### config.mk
export PLATFORM = sky130hd
export DESIGN_NAME = i2c_temp_target
export DESIGN_NICKNAME = d
export VERILOG_FILES = /design/src/rtl/i2c_temp_target.sv
export SDC_FILE = /design/constraint.sdc
export NUM_CORES = 1
export LEC_CHECK = 0
export CAP_MARGIN = 10
export CORE_AREA = 10 10 73 136
export CTS_CLUSTER_SIZE = 16
export DETAILED_ROUTE_END_ITERATION = 16
export DIE_AREA = 0 0 83 146
export HOLD_SLACK_MARGIN = 0.08
export PLACE_DENSITY = 0.62
export SYNTH_ARGS = -nofsm -noshare
export SYNTH_HDL_FRONTEND = slang
export SYNTH_SLANG_ARGS = --single-unit
### constraint.sdc
create_clock -name clk -period 2.6 [get_ports clk]
set_clock_uncertainty 0.15 [all_clocks]
set_input_delay 0.39 -clock clk [delete_from_list [all_inputs] [get_ports clk]]
set_output_delay 0.39 -clock clk [all_outputs]
set_load 0.02 [all_outputs]
### src/rtl/i2c_temp_target.sv
// I2C target exposing a 16-bit temperature snapshot, a device-ID register and
// a write-loaded register pointer; SCL/SDA are synchronized and glitch-filtered.
`timescale 1ns/1ps
module i2c_temp_target #(
  parameter logic [6:0]  I2C_ADDR = 7'h4B,
  parameter int unsigned FILT_LEN = 3,
  parameter logic [7:0]  DEV_ID   = 8'hCB
) (
  input  logic        clk,
  input  logic        rst,
  input  logic [15:0] temp,
  input  logic        scl_i,
  input  logic        sda_i,
  output logic        sda_oe,
  output logic        busy,
  output logic        rd_strobe
);

  typedef enum logic [2:0] {
    IDLE     = 3'd0,
    ADDR     = 3'd1,
    ADDR_ACK = 3'd2,
    WR_PTR   = 3'd3,
    WR_ACK   = 3'd4,
    RD_BYTE  = 3'd5,
    RD_ACK   = 3'd6,
    IGNORE   = 3'd7
  } state_t;

  // Line conditioning: 2-FF synchronizer, then a level filter that only moves
  // once FILT_LEN consecutive samples agree.
  logic [1:0]          scl_sync, sda_sync;
  logic [FILT_LEN-1:0] scl_hist, sda_hist;
  logic                scl_f, sda_f, scl_d, sda_d;

  always_ff @(posedge clk) begin
    if (rst) begin
      scl_sync <= '1;
      sda_sync <= '1;
      scl_hist <= '1;
      sda_hist <= '1;
      scl_f    <= 1'b1;
      sda_f    <= 1'b1;
      scl_d    <= 1'b1;
      sda_d    <= 1'b1;
    end else begin
      // NOTE: sequential state uses non-blocking assignments so every register
      // samples pre-edge values regardless of statement order.
      scl_sync <= {scl_sync[0], scl_i};
      sda_sync <= {sda_sync[0], sda_i};
      scl_hist <= {scl_hist[FILT_LEN-2:0], scl_sync[1]};
      sda_hist <= {sda_hist[FILT_LEN-2:0], sda_sync[1]};
      if (&scl_hist)      scl_f <= 1'b1;
      else if (~|scl_hist) scl_f <= 1'b0;
      if (&sda_hist)      sda_f <= 1'b1;
      else if (~|sda_hist) sda_f <= 1'b0;
      scl_d <= scl_f;
      sda_d <= sda_f;
    end
  end

  logic scl_rise, scl_fall, start_det, stop_det;
  assign scl_rise  = scl_f & ~scl_d;
  assign scl_fall  = ~scl_f & scl_d;
  // SCL must be high on both sides of the SDA edge, so SDA moves while SCL is
  // low never decode as bus conditions.
  assign start_det = scl_f & scl_d & sda_d & ~sda_f;
  assign stop_det  = scl_f & scl_d & ~sda_d & sda_f;

  state_t      state, state_n;
  logic [3:0]  bit_cnt, bit_cnt_n;
  logic [7:0]  shreg, shreg_n, tx, tx_n, ptr, ptr_n, rx_byte, rd_data;
  logic [15:0] snap, snap_n;
  logic        rw, rw_n, ptr_set, ptr_set_n;
  logic        sda_oe_n, busy_n, rd_strobe_n;

  assign rx_byte = {shreg[6:0], sda_f};

  always_comb begin
    unique case (ptr)
      8'h00:   rd_data = snap[15:8];
      8'h01:   rd_data = snap[7:0];
      8'h0B:   rd_data = DEV_ID;
      default: rd_data = 8'h00;
    endcase
  end

  always_comb begin
    // NOTE: every output of this block gets a default first, so no path can
    // leave one unassigned and infer a latch.
    state_n     = state;
    bit_cnt_n   = bit_cnt;
    shreg_n     = shreg;
    tx_n        = tx;
    ptr_n       = ptr;
    snap_n      = snap;
    rw_n        = rw;
    ptr_set_n   = ptr_set;
    sda_oe_n    = sda_oe;
    busy_n      = busy;
    rd_strobe_n = 1'b0;

    if (stop_det) begin
      state_n  = IDLE;
      sda_oe_n = 1'b0;
      busy_n   = 1'b0;
    end else if (start_det) begin
      state_n   = ADDR;
      bit_cnt_n = 4'd0;
      sda_oe_n  = 1'b0;
      ptr_set_n = 1'b0;
    end else begin
      unique case (state)
        ADDR: if (scl_rise) begin
          shreg_n   = rx_byte;
          bit_cnt_n = bit_cnt + 4'd1;
          if (bit_cnt == 4'd7) begin
            bit_cnt_n = 4'd0;
            if (rx_byte[7:1] == I2C_ADDR) begin
              state_n = ADDR_ACK;
              busy_n  = 1'b1;
              rw_n    = rx_byte[0];
              if (rx_byte[0]) begin
                snap_n      = temp;
                rd_strobe_n = 1'b1;
              end
            end else begin
              state_n = IGNORE;
            end
          end
        end

        // sda_oe doubles as the ACK-slot phase: low before the slot, high in it.
        ADDR_ACK: if (scl_fall) begin
          if (!sda_oe) begin
            sda_oe_n = 1'b1;
          end else if (rw) begin
            tx_n      = rd_data;
            sda_oe_n  = ~rd_data[7];
            ptr_n     = ptr + 8'd1;
            bit_cnt_n = 4'd0;
            state_n   = RD_BYTE;
          end else begin
            sda_oe_n  = 1'b0;
            bit_cnt_n = 4'd0;
            state_n   = WR_PTR;
          end
        end

        WR_PTR: if (scl_rise) begin
          shreg_n   = rx_byte;
          bit_cnt_n = bit_cnt + 4'd1;
          if (bit_cnt == 4'd7) begin
            bit_cnt_n = 4'd0;
            state_n   = WR_ACK;
            if (!ptr_set) begin
              ptr_n     = rx_byte;
              ptr_set_n = 1'b1;
            end
          end
        end

        WR_ACK: if (scl_fall) begin
          if (!sda_oe) begin
            sda_oe_n = 1'b1;
          end else begin
            sda_oe_n = 1'b0;
            state_n  = WR_PTR;
          end
        end

        RD_BYTE: begin
          if (scl_rise && bit_cnt != 4'd8) begin
            bit_cnt_n = bit_cnt + 4'd1;
          end else if (scl_fall) begin
            if (bit_cnt == 4'd8) begin
              sda_oe_n  = 1'b0;
              bit_cnt_n = 4'd0;
              state_n   = RD_ACK;
            end else if (bit_cnt != 4'd0) begin
              sda_oe_n = ~tx[6];
              tx_n     = {tx[6:0], 1'b0};
            end
          end
        end

        // bit_cnt == 1 records that the master acknowledged the last byte.
        RD_ACK: begin
          if (scl_rise) begin
            if (sda_f) begin
              state_n = IGNORE;
            end else begin
              bit_cnt_n = 4'd1;
            end
          end else if (scl_fall && bit_cnt == 4'd1) begin
            tx_n      = rd_data;
            sda_oe_n  = ~rd_data[7];
            ptr_n     = ptr + 8'd1;
            bit_cnt_n = 4'd0;
            state_n   = RD_BYTE;
          end
        end

        IGNORE:  sda_oe_n = 1'b0;
        default: ;
      endcase
    end
  end

  always_ff @(posedge clk) begin
    if (rst) begin
      state     <= IDLE;
      bit_cnt   <= 4'd0;
      shreg     <= 8'h00;
      tx        <= 8'h00;
      ptr       <= 8'h00;
      snap      <= 16'h0000;
      rw        <= 1'b0;
      ptr_set   <= 1'b0;
      sda_oe    <= 1'b0;
      busy      <= 1'b0;
      rd_strobe <= 1'b0;
    end else begin
      state     <= state_n;
      bit_cnt   <= bit_cnt_n;
      shreg     <= shreg_n;
      tx        <= tx_n;
      ptr       <= ptr_n;
      snap      <= snap_n;
      rw        <= rw_n;
      ptr_set   <= ptr_set_n;
      sda_oe    <= sda_oe_n;
      busy      <= busy_n;
      rd_strobe <= rd_strobe_n;
    end
  end

endmodule
# Yosys cells after proc, flatten, opt, wreduce, memory -nomap -nowiden
# Index checks and enable logic that the tools add are counted.
[classes]
n_addsub = 2
eq_ne = 51
n_mux = 67
bitwise_logic = 19
reduce_logical = 34
[ops]
columns = ["cell", "n"]
rows = [
  ["$mux W8", 8],
  ["$mux W7", 9],
  ["$mux W3", 16],
  ["$pmux W8 S3", 2],
  ["$mux W4", 11],
  ["$ne A3 B3 Y1 const B", 14],
  ["$ne A2 B2 Y1 const B", 17],
  ["$reduce_and A14 Y1", 2],
  ["$ne A4 B4 Y1 const B", 6],
  ["$pmux W7 S3", 1],
  ["$pmux W3 S6", 1],
  ["$mux W1", 17],
  ["$pmux W4 S4", 1],
  ["$eq A3 B3 Y1 const B", 4],
  ["$not A1 Y1", 12],
  ["$reduce_and A12 Y1", 1],
  ["$reduce_and A11 Y1", 1],
  ["$reduce_bool A5 Y1", 2],
  ["$reduce_and A9 Y1", 1],
  ["$reduce_or A3 Y1", 3],
  ["$add A8 B1 Y8 const B", 1],
  ["$eq A8 B1 Y1 const B", 1],
  ["$eq A8 B4 Y1 const B", 1],
  ["$logic_not A8 Y1", 1],
  ["24 further kinds", 40],
]
[totals]
ff_bits = 64
input_bits = 20
out_inout_bits = 3
wordCells = 193

# Depth between registers and ports, before layout
# Gate-level depths: netlist of run 1.
[logic_depth]
ltp_word = 7
depth_mapped = 9
ltp_nobuf = 7

# Worst setup path after synthesis of run 1
# OpenSTA, ideal clock, no wires.
[synth_timing]
path_type = "register -> register"
startpoint = "register bit_cnt[0]"
endpoint = "register state[1]"
setup_time_ns = 0.118
t_arrival_ns = 1.881
required_ns = 2.332
setup_slack_ns = 0.451
stages_incl_launch_ff = 7
path_buffers = 0
period_less_slack_ns = 2.149
path_cell_list = "dfxtp_1 -> ha_1 -> or3b_4 -> o211ai_2 -> o2111ai_2 -> or4_1 -> o2111a_1"
[synth_via]
elab_chain_len = 4
elab_cells_between_ends = 12
cone_classes = "eq/ne (9); reduce/logical (3)"
[synth_rtl]
columns = ["element", "line", "rtl"]
rows = [
  ["start, declared", "71", "logic [3:0] bit_cnt, bit_cnt_n;"],
  ["start signal, assigned", "225", "bit_cnt <= bit_cnt_n;"],
  ["$eq A4 B1 Y1 / $ne A4 B4 Y1 (equally long branches)", "195, 173", ""],
  ["$logic_and A1 B1 Y1, on equally long branches", "195, 173", ""],
  ["$ne A3 B3 Y1 (no line) / $ne A2 B2 Y1 (equally long branches)", "--", ""],
  ["$reduce_and A14 Y1 (no line) *", "--", ""],
  ["end signal, assigned", "224", "state <= state_n;"],
  ["end, declared", "70", "state_t state, state_n;"],
]
# Mark *: on every way between the ends. The rest lies on a longest branch, timed or not.
# A chain may end at the register's enable or synchronous reset.

# Worst setup path after layout of run 1
[layout_timing]
startpoint = "register state[0]"
endpoint = "register ptr[5]"
[layout_via]
elab_chain_len = 3
elab_cells_between_ends = 14
cone_classes = "eq/ne (11); mux (1); reduce/logical (2)"
[layout_rtl]
columns = ["element", "line", "rtl"]
rows = [
  ["$eq A3 B2 Y1 / $eq A3 B3 Y1 (equally long branches)", "113", "unique case (state)"],
  ["$ne A2 B2 Y1 (no line) / $reduce_bool A3 Y1 (equally long branches)", "--", ""],
  ["$reduce_and A11 Y1 (no line)", "--", ""],
  ["end signal, assigned", "228", "ptr <= ptr_n;"],
  ["end, declared", "72", "logic [7:0] shreg, shreg_n, tx, tx_n, ptr, ptr_n, rx_byte, rd_data;"],
]
# Parallel ways exist; a longest one is shown, timed or not.

==> results.json, run 1 <==
{
  "final_cell_mix": "64 x dfxtp_1, 43 x nor2_1, 29 x nand2_1",
  "synth_edf_count": 0,
  "yosys.area.top_type": "dfxtp_1",
  "maxCapViolations": 0,
  "synthFlopType": "dfxtp_1",
  "syn_to_final_growth_pct": 18.4,
  "grt_pass1_wl_um": 15600,
  "run_status": "completed",
  "n_fill_cell": 800,
  "clock_latency_ns": 0.33,
  "drive_gt1_frac": 0.119,
  "power.share.combinational": 0.174,
  "synthTopCellsByArea": "dfxtp_1 38%, mux2i_1 5.7%, nor2_1 4.8%",
  "fin_area_um2": 3980,
  "diodes": 0,
  "ctsResizeCount": 0,
  "first_global_vias": 3177,
  "cp.required_ns": 2.68,
  "power_density_nw_per_um2": 676,
  "core_um2": 7830,
  "holdWs_ns": 0.253,
  "p_sw_w": 0.000745,
  "hold_viol": 0,
  "grt_max_degree": 29,
  "antenna_found_initial": 0,
  "start_util": 0.429,
  "ioPinCount": 23,
  "rsz0062_at_grt": "false",
  "cts_tree": "built",
  "drtIter0Drc": 258,
  "fin_util": 0.508,
  "grt_util_met2": 0.250,
  "drtAntennaViolNets": 0,
  "ys_ff_latch": 64,
  "min-delay-path-class": "flop to flop",
  "critPathLaunch": "state[0]",
  "pwr-share-clk": 0.433,
  "setup-tns-final_ns": 0,
  "worst_pin_slew_ns": 0.760,
  "mappedNetlistArea_um2": 3360,
  "fin_nets": 443,
  "vias": 3056,
  "syn-num-nets": 424,
  "fin_crit_sh": 0.909,
  "yosys.area.top_type_share": 0.382,
  "globalRouteMet3Util": 0.0325,
  "die_w_um": 83,
  "vias_per_cell": 5.91,
  "io_buffers": 22,
  "cts_hold_buf": 0,
  "crit_path_start_kind": "flop",
  "syn_avg_cell_area_um2": 8.43,
  "r2r-start": "state[0]",
  "cts.clk_slew.worst_paths_ns": 0.05,
  "placed_area_um2": 3680,
  "crit_path_end_kind": "flop",
  "drc": 0,
  "wl_per_cell_um": 17.3,
  "max_slew_margin": 0.491,
  "intPower_w": 0.00194,
  "cts-root-buf": "clkbuf_16",
  "hp-start": "scl_sync[1]",
  "setup_viol": 0,
  "pwr-share-seq": 0.393,
  "ir_drop_mv": 0.399,
  "first_pass_iters": 4,
  "final_common_cell": "dfxtp_1",
  "postCtsSetupRepairBufs": 0,
  "ys_warn_count": 0,
  "fin_crit_ns": 2.36,
  "wirelength_um": 8930,
  "worstPathMaxFanout": 17,
  "busiest_layer": "met2",
  "track_usage": 0.153,
  "r2r_slack_ns": 0.24,
  "crit_type": "flop to flop",
  "clkSinkCount": 64,
  "num_rows": 46,
  "swShare": 0.277,
  "clock_path_buffers": 2,
  "arrival_ns": 2.45,
  "htree_levels": 3,
  "ys_async_sr_fraction": 0,
  "die_y_um": 146,
  "fmax_ghz": 0.423,
  "hpwl_um": 6600,
  "drv_slew": 0,
  "gr-total-overflow": 0,
  "grt.met1_usage": 0.178,
  "dieArea_um2": 12100,
  "seq_area_frac_synth": 0.382,
  "syn-instance-count": 398,
  "p_leak_nw": 1.49,
  "gp_congestion": 0.913,
  "synthDistinctLibCells": 58,
  "cts_buffers": 9
}
cell type report:
| type | instances | area, um^2 | area share |
|---|---|---|---|
| Multi-Input combinational cell | 297 | 1920 | 0.483 |
| Sequential cell | 64 | 1280 | 0.322 |
| Timing Repair Buffer | 38 | 340 | 0.0856 |
| Clock buffer | 11 | 243 | 0.0610 |
| Tap cell | 96 | 120 | 0.0302 |
| Clock inverter | 4 | 45.0 | 0.0113 |
| Inverter | 7 | 26.3 | 0.00661 |
routing by layer:
metal	vias to the layer above	share of wire	wire, um
li1	1506	-	-
met1	1464	0.44	3890
met2	66	0.49	4370
met3	20	0.041	366
met4	0	0.033	296
met5	-	0	0
critical path: stages, from the launching register on:
cell and delay (ns):
dfxtp_1 0.65, nor2b_1 0.21, o21ai_0 0.15, o211ai_1 0.35
or2_2 0.47, o31ai_1 0.28
cells in the mapped netlist (all sizes together), types with 5 or more instances:
master	instances
and3	8
nor3	9
o2111ai	5
dfxtp	64
nand3	7
a21oi	20
nand2	29
nor2	43
mux2i	19
or2	13
o21ai	26
nand4	8
inv	6
ha	6
buf	10
nor4	5
clkbuf	20
o311ai	9
nor3b	5
nor2b	9
nand2b	8
o31ai	8
sequential cells by signal, summed over array words and instances, names as in the netlist, 2 cells and up:
register  flops
ptr           8
sda_hist      3
bit_cnt       4
tx            7
sda_sync      2
snap         16
scl_hist      3
scl_sync      2
state         3
shreg         7
final timing paths:
| path | end | cells after the start |
|---|---|---|
| setup / recovery | ptr[5] | 5 |
| hold / removal | scl_hist[0] | 1 |
| setup reg to reg | ptr[5] | 5 |
| hold reg to reg | scl_hist[0] | 1 |
cells by family (layout without fill, tap and decap cells):
| group | Yosys count | count (layout) | synth area share |
|---|---|---|---|
| fa+ha+maj | 6 | 6 | 0.0224 |
| simple gates | 163 | 163 | 0.264 |
| compound gates | 108 | 108 | 0.225 |
| mux | 19 | 19 | 0.0567 |
| xor+xnor | 1 | 1 | 0.00261 |
| flops | 64 | 64 | 0.382 |
| buf+inv | 37 | 60 | 0.0477 |
power groups by stage:
stage / logic, W / registers (W) / clock network (W)
finish: 0.000468 / 0.00106 / 0.00116
global route: 0.000516 / 0.00106 / 0.00124
CTS: 0.000463 / 0.00105 / 0.00119
detailed placement: 0.000461 / 0.00107 / 0
global placement: 0.000467 / 0.00107 / 0
floorplan: 0.000365 / 0.00103 / 0
stage by stage:
stage               instances  setup WS, ns  total power, W
floorplan                 398         0.451         0.00139
detailed placement        502         0.136         0.00154
CTS                       517         0.120         0.00271
global route              517        0.0261         0.00281
finish                    517         0.236         0.00269
global placement          502         0.248         0.00154
No activity file was read; power rests on OpenSTA's default activity.
==> run 2: changes to the inputs <==
--- a/config.mk
+++ b/config.mk
@@ -7,7 +7,7 @@
 export LEC_CHECK = 0
 export CAP_MARGIN = 10
 export CORE_AREA = 10 10 73 136
-export CTS_CLUSTER_SIZE = 16
+export CTS_CLUSTER_SIZE = 20
 export DETAILED_ROUTE_END_ITERATION = 16
 export DIE_AREA = 0 0 83 146
 export HOLD_SLACK_MARGIN = 0.08
==> results of run 2 <==
Final layout, timing and power as in run 1 (identical DEF).
